<file path="config.mk">
export PLATFORM = sky130hd
export DESIGN_NAME = bigmul_job_ctrl
export DESIGN_NICKNAME = d
export VERILOG_FILES = /design/src/rtl/bigmul_job_ctrl.sv
export SDC_FILE = /design/constraint.sdc
export NUM_CORES = 1
export LEC_CHECK = 0
export ABC_AREA = 1
export CELL_PAD_IN_SITES_DETAIL_PLACEMENT = 1
export CELL_PAD_IN_SITES_GLOBAL_PLACEMENT = 1
export CORE_MARGIN = 1
export CORE_UTILIZATION = 20
export DETAILED_ROUTE_END_ITERATION = 10
export PLACE_DENSITY = 0.93
export SLEW_MARGIN = 20
export SYNTH_ARGS = -nofsm -noshare
export SYNTH_HDL_FRONTEND = slang
export SYNTH_SLANG_ARGS = --single-unit
</file>
<file path="constraint.sdc">
create_clock -name clk -period 3.6 [get_ports clk]
set_clock_uncertainty 0.15 [all_clocks]
set_input_delay 0.72 -clock clk [delete_from_list [all_inputs] [get_ports clk]]
set_output_delay 0.72 -clock clk [all_outputs]
set_load 0.05 [all_outputs]
</file>
<file path="src/rtl/bigmul_job_ctrl.sv">
// Job controller for a shared 4096x4096-bit multiplier.
// Arbitrates two requesters round-robin, streams 128 operand words into the
// multiplier's operand cache, fires a single start pulse, waits for completion
// under a timeout, then streams the 128 result words back out.
module bigmul_job_ctrl #(
  parameter int TIMEOUT_CYCLES = 1024
) (
  input  logic        clk,
  input  logic        rstn,
  input  logic [1:0]  req,
  output logic [1:0]  grant,
  input  logic        in_valid,
  output logic        in_ready,
  input  logic [63:0] in_data,
  output logic        out_valid,
  input  logic        out_ready,
  output logic [63:0] out_data,
  output logic [6:0]  out_idx,
  output logic        out_last,
  output logic        err,
  output logic        mul_wr_en,
  output logic        mul_wr_sel,
  output logic [5:0]  mul_wr_addr,
  output logic [63:0] mul_wr_data,
  output logic        mul_start,
  input  logic        mul_busy,
  input  logic        mul_done,
  output logic [6:0]  mul_rd_addr,
  input  logic [63:0] mul_rd_data
);

  localparam int                WAIT_W    = (TIMEOUT_CYCLES > 1) ? $clog2(TIMEOUT_CYCLES) : 1;
  localparam logic [WAIT_W-1:0] WAIT_LAST = WAIT_W'(TIMEOUT_CYCLES - 1);

  typedef enum logic [2:0] {
    ST_IDLE,
    ST_LOAD,
    ST_START,
    ST_WAIT,
    ST_DRAIN,
    ST_RELEASE
  } state_t;

  state_t            r_state;
  logic [1:0]        r_grant;
  logic              r_last;      // index of the requester served most recently
  logic [6:0]        r_ld_cnt;
  logic [WAIT_W-1:0] r_wait_cnt;
  logic [6:0]        r_rd_cnt;

  logic              w_ld_beat;
  logic              w_out_beat;
  logic              w_timeout;
  logic [1:0]        w_pick;

  assign w_ld_beat  = (r_state == ST_LOAD) && in_valid;
  assign w_out_beat = (r_state == ST_DRAIN) && out_ready;
  // A completion arriving on the final wait cycle takes priority over the abort.
  assign w_timeout  = (r_state == ST_WAIT) && !mul_done && (r_wait_cnt == WAIT_LAST);

  // On a tie the requester that was not served last wins; otherwise the sole requester.
  assign w_pick = (req == 2'b11) ? (r_last ? 2'b01 : 2'b10)
                                 : (req[0] ? 2'b01 : 2'b10);

  assign grant       = r_grant;
  assign in_ready    = (r_state == ST_LOAD);
  assign mul_wr_en   = w_ld_beat;
  assign mul_wr_sel  = r_ld_cnt[6];
  assign mul_wr_addr = r_ld_cnt[5:0];
  assign mul_wr_data = in_data;
  assign mul_start   = (r_state == ST_START);
  assign err         = w_timeout;
  assign out_valid   = (r_state == ST_DRAIN);
  assign out_data    = mul_rd_data;
  assign out_idx     = r_rd_cnt;
  assign out_last    = (r_state == ST_DRAIN) && (r_rd_cnt == 7'd127);
  assign mul_rd_addr = r_rd_cnt;

  // Job sequencing: arbitration, operand load, start, wait, drain, release.
  always_ff @(posedge clk or negedge rstn) begin
    if (!rstn) begin
      r_state    <= ST_IDLE;
      r_grant    <= '0;
      r_last     <= 1'b1;
      r_ld_cnt   <= '0;
      r_wait_cnt <= '0;
      r_rd_cnt   <= '0;
    end else begin
      // NOTE: non-blocking assignments keep every register update based on
      // pre-edge values, so the order of statements below does not matter.
      unique case (r_state)
        ST_IDLE: begin
          if (req != 2'b00) begin
            r_grant  <= w_pick;
            r_ld_cnt <= '0;
            r_state  <= ST_LOAD;
          end
        end
        ST_LOAD: begin
          if (w_ld_beat) begin
            if (r_ld_cnt == 7'd127) begin
              r_ld_cnt <= '0;
              r_state  <= ST_START;
            end else begin
              r_ld_cnt <= r_ld_cnt + 7'd1;
            end
          end
        end
        ST_START: begin
          r_wait_cnt <= '0;
          r_state    <= ST_WAIT;
        end
        ST_WAIT: begin
          if (mul_done) begin
            r_rd_cnt <= '0;
            r_state  <= ST_DRAIN;
          end else if (w_timeout) begin
            r_state  <= ST_RELEASE;
          end else begin
            r_wait_cnt <= r_wait_cnt + WAIT_W'(1);
          end
        end
        ST_DRAIN: begin
          if (w_out_beat) begin
            if (r_rd_cnt == 7'd127) begin
              r_rd_cnt <= '0;
              r_state  <= ST_RELEASE;
            end else begin
              r_rd_cnt <= r_rd_cnt + 7'd1;
            end
          end
        end
        ST_RELEASE: begin
          r_last  <= r_grant[1];
          r_grant <= '0;
          r_state <= ST_IDLE;
        end
        default: r_state <= ST_IDLE;
      endcase
    end
  end

  // The multiplier must never see a start pulse while it is still computing.
  a_no_start_while_busy : assert property (@(posedge clk) disable iff (!rstn)
    !(mul_start && mul_busy));

endmodule

</file>
==> results.md, run 1 <==
- Status: finished, final reports clean
- Critical path peak fanout: 6
- Gate Count Post-Synth: 373
- Area contributors post-synth: buf_4, dfrtp_1, nand2_1, nand3_1, inv_1
- Synthesis-to-finish area growth: -10.72%
- Core area: 13,450 µm²
- Worst vdd ir: 362.0 µV
- HPWL after detailed placement: 4630 µm
- Final WL: 6146 µm
- Leak: 1.176 nW
- Avg Cell Area, Syn: 7.541 µm²
- I/O pins: 293
- Sequential element share of the synthesized area: 26.73%
- Deepest clock path buffer count: 2
- Port Buffers: 35
- Routed vias/inst: 4.088
- Total gr overflow: 0
- # hold bufs at CTS: 0
- Layout cells sized above 1: 11.74%
- Die ar.: 14,540 µm²
- H-tree levels: 2
- Pwr Density: 702.6 nW/µm²
- #FFs+latches synth: 30
- Post-DRT Antenna Nets: 0
- Clk_lat worst skew: 0.28 ns
- Total power: 0.001764 W
- TritonCTS clock tree: done
- ANT cells: 0
- Max Cap Viol: 0
- Root buffer cell: clkbuf_16
- Synth cell types: 25
- Critical setup path kind: flip-flop to primary output
- # setup viols final: 0
- Chip Width: 120.6 µm
- Hold Vio Cnt, Final: 0
- Post-CTS repair timing setup buffer count: 0
- GP Congestion: 0.7608
- Top-area cell type share of the netlist area: 36.03%
- Mapped Area: 2813 µm²
- Crit path required time: 2.73 ns
- Number of antenna violations at the first check in global routing: 0
- Vias: 1,868
- Initial Util: 20.91%
- R2R cell count: 8
- Clock edge transition at the registers on the reported setup and hold paths: 0.05 ns
- Syn nets: 512
- Fill cells: 1,674
- Net count, final: 419
- FMAX: 315.8 MHz
- DR pass1 iterations: 4
- Hold depth: 2
- Worst setup SP type: flip-flop
- Period minus WS final: 3.167 ns
- RSZ-0062 raised after global routing: false
- First-pass GRT wire length: 9929 µm
- Area leader, netlist: buf_4
- Most frequent cells in the layout: nand2_1, nand3_1, clkdlybuf4s50_1
- Average routed wire per standard cell: 13.45 µm
- Crit share post-route: 87.96%
- Syn. warnings: 0
- Total CTS buffers: 5
- Worst R2R Setup Slack: 1.77 ns
- CTS resizes: 0
- Die height: 120.6 µm
- GRT Util Overall: 8.937%
- Pins over their slew limit: 0
- # clock sinks: 30
- Initial DRC count: 34
- CP Capture Type: primary output
- Vias in the first global route: 1,980
- CP arrival: 2.30 ns
- # rows: 42
- Largest net degree at the start of global routing: 31
- Worst rel slew slack: 65.29%
- Commonest non-fill, non-tap cell in the layout: nand2_1
- Tightest Hold Check Type: flip-flop to flip-flop
- Post-Route Setup TNS: 0 ns
- Residual DRC: 0
- Worst Max-Slew Pin Slew: 0.5190 ns
-- critical path, stage by stage (launching register included) --
cell and delay, ns:
dfrtp_1 0.46, nor2_1 0.23, nand2_2 0.18, nor4_1 0.29, clkdlybuf4s50_1 0.86
-- synthesized netlist by cell type --
cell type and number:
xor2_1 7, o21ai_0 10, nor2_4 2, nand3_4 2, inv_2 5, a21oi_1 12, o21ai_1 2, or2_2 1
nor3_1 2, nand2_2 4, o21ai_2 2, ha_1 3, nand3_1 35, nor4_1 1, buf_6 1, nand2_4 4
inv_1 31, buf_4 135, nand4_1 5, nand3_2 1, dfrtp_1 29, nor2_2 2, nand2_1 57, nor2_1 19
dfstp_2 1
-- sequential cells by signal, indices dropped and copies added (netlist names) --
signal,cells
r_last,1
r_state,3
grant,2
r_ld_cnt,7
r_wait_cnt,10
mul_rd_addr,7
-- layer usage --
layer	routed length [µm]	track usage (%)	up-vias
met3	741	5.708	38
li1	-	-	851
met5	0	0	-
met2	2569	12.79	104
met1	2593	9.735	875
met4	242	5.710	0
-- per-stage QoR --
step                std cells  hold slack (ns)  utilization, %  setup WS [ns]  cell area (µm²)
CTS                       457           0.3478           18.67         0.4086             2511
floorplan                 373           0.2744               -         0.1432             2813
detailed placement        449           0.3394           17.57         0.5210             2364
global placement          449           0.3292           17.57         0.5307             2364
global route              457           0.3776           18.67         0.2331             2511
finish                    457           0.3434           18.67         0.4333             2511
-- final timing paths --
kind | start | endpoint
max | r_state[1] | out_last
min | r_last | r_last
max reg2reg | mul_rd_addr[0] | r_state[0]
min reg2reg | r_last | r_last
max in group asynchronous | rstn | r_last
min in group asynchronous | rstn | r_ld_cnt[1]
-- cell type report --
cell class,instances,area [µm²],area share [%]
inverters,36,135.1,5.381
well taps,176,220.2,8.769
flip-flops and latches,30,752.0,29.95
multi-input cells,171,900.9,35.87
clock inverters,1,5.005,0.1993
repair buffers,36,355.3,14.15
clock buffers,7,142.6,5.680
-- logic make-up after synthesis --
logic type               count (synthesis)  share of synthesized area (%)
buffers and inverters                  172                          41.24
AND/OR/NAND/NOR                        135                          23.62
flip-flops                              30                          26.74
AO/OA/AOI/OAI                           26                          4.894
XOR/XNOR                                 7                          2.180
adder cells (fa/ha/maj)                  3                          1.335
-- power breakdown --
group          total (W)  internal, W  switching [W]
registers       0.000507     0.000417      0.0000904
clock network   0.000425     0.000274       0.000152
logic           0.000832     0.000249       0.000583
Power figures use the tool's default switching activity.
==> run 2, diff against run 1 <==
- MAX_ROUTING_LAYER: default -> met4
==> run 2 against run 1 <==
Compared with the run above:
- critical path depth stayed put
- clock power about the same
- register-to-register slack about the same
- worst hold slack stayed put
- fmax hardly changed
- highest routed layer unchanged
- critical path type unchanged
- sequential power barely moved
- global-route usage up 0.26 points
- core utilization stayed put
==> results.md, run 2 (synthesized netlist as in run 1, its figures left out) <==
- Critical path peak fanout: 6
- Residual DRC: 0
- M2 GR Usage: 12.79%
- Initial Util: 20.91%
- CP arrival: 2.30 ns
- Die ar.: 14,540 µm²
- H-tree levels: 2
- Final WL: 6146 µm
- Post-DRT Antenna Nets: 0
- Crit path required time: 2.73 ns
- Chip Width: 120.6 µm
- I/O pins: 293
- Vias: 1,865
- FMAX: 315.7 MHz
- R2R cell count: 8
- Worst Path Buf+Inv: 1
- Net count, final: 419
- Largest net degree at the start of global routing: 31
- Post-CTS repair timing setup buffer count: 0
- Deepest clock path buffer count: 2
- Final Cell Area: 2511 µm²
- Leak: 1.176 nW
- Clk_lat worst skew: 0.28 ns
- Worst vdd ir: 361.9 µV
- CTS resizes: 0
- Synthesis-to-finish area growth: -10.72%
- Worst setup SP type: flip-flop
- Clock edge transition at the registers on the reported setup and hold paths: 0.05 ns
- Worst Max-Slew Pin Slew: 0.5190 ns
- Die height: 120.6 µm
- FF-to-FF End: r_state[0]
- # rows: 42
- Status: finished, final reports clean
- Root buffer cell: clkbuf_16
- GP Congestion: 0.7708
- Non-Filler Instances: 457
- ANT cells: 0
- Worst Setup EP: out_last
- Crit path from: r_state[1]
- Stages on the worst setup path: 4
- Most frequent cells in the layout: nand2_1, nand3_1, clkdlybuf4s50_1
- Worst rel slew slack: 65.29%
- Total gr overflow: 0
- Post-Route Setup TNS: 0 ns
- Global-route track usage on met1: 9.764%
- HPWL after detailed placement: 4630 µm
- Hold Vio Cnt, Final: 0
- Port Buffers: 35
- Post-DP Area: 2364 µm²
- Crit share post-route: 87.98%
- Layout cells sized above 1: 11.74%
- DR pass1 iterations: 4
- First-pass GRT wire length: 9929 µm
- CP Capture Type: primary output
- Total power: 0.001764 W
- Slowest CP cell: clkdlybuf4s50_1
- Worst path cell trace: nor2_1 -> nand2_2 -> nor4_1 -> clkdlybuf4s50_1
- Max Cap Viol: 0
- Gr busiest metal: met2
- Total CTS buffers: 5
- # setup viols final: 0
- Crit path largest cell delay: 0.86 ns
- Reg with most FFs: r_wait_cnt
- Tightest Hold Check Type: flip-flop to flip-flop
- Placed Cells incl. Taps: 449
- Period minus WS final: 3.167 ns
- Core area: 13,450 µm²
- Critical setup path kind: flip-flop to primary output
- FF-to-FF Start: mul_rd_addr[0]
- Vias in the first global route: 1,986
- Initial DRC count: 34
- Max FFs per register: 10
- Met3 Track Usage GR: 5.708%
- # hold bufs at CTS: 0
- TritonCTS clock tree: done
- RSZ-0062 raised after global routing: false
- Average routed wire per standard cell: 13.45 µm
- Pins over their slew limit: 0
- GRT Util Overall: 9.199%
- # clock sinks: 30
- Worst R2R Setup Slack: 1.78 ns
- Pwr Density: 702.3 nW/µm²
- Commonest non-fill, non-tap cell in the layout: nand2_1
- Routed vias/inst: 4.081
- Number of antenna violations at the first check in global routing: 0
- Crit path max-delay family: buffers and inverters
-- run 2: cell counts in the layout (fill, tap and decap cells not counted) --
Identical to the previous run, type by type.
-- run 2: area by class of cell --
class	instances	area (µm²)
fill	1674	10940
timing repair buffer	36	355.3
multi-input combinational	171	900.9
tap	176	220.2
inverter	36	135.1
clock buffer	7	142.6
clock inverter	1	5.005
sequential	30	752.0
-- run 2: how the worst min path moves through the flow --
stage,endpoint,depth (start not counted),startpoint
3_5_place_dp,r_last,2,r_last
5_1_grt,r_last,2,r_last
4_1_cts,r_last,2,r_last
3_3_place_gp,r_last,2,r_last
6_report,r_last,2,r_last
2_1_floorplan,grant[0],0,rstn
-- run 2: per-stage QoR --
step | hold slack [ns] | setup slack [ns] | util [%]
final | 0.3434 | 0.4328 | 18.67
after global routing | 0.3776 | 0.2331 | 18.67
after CTS | 0.3478 | 0.4086 | 18.67
after detailed placement | 0.3394 | 0.5210 | 17.57
after global placement | 0.3292 | 0.5307 | 17.57
after floorplan | 0.2744 | 0.1432 | -
-- run 2: power breakdown --
group	switching [W]	internal, W
sequential	0.0000903	0.000417
combinational	0.000583	0.000249
clock	0.000152	0.000274
total	0.000825	0.000939
-- run 2: per-layer routing --
layer  wire length (µm)  up-vias
met5                  0        -
met4                238        0
met3                745       38
met2               2577      104
met1               2585      871
li1                   -      852
-- run 2: worst min-delay path: stages (launching register included) --
cell     delay [ns]
dfstp_2        0.36
nand2_1        0.05
o21ai_0        0.07
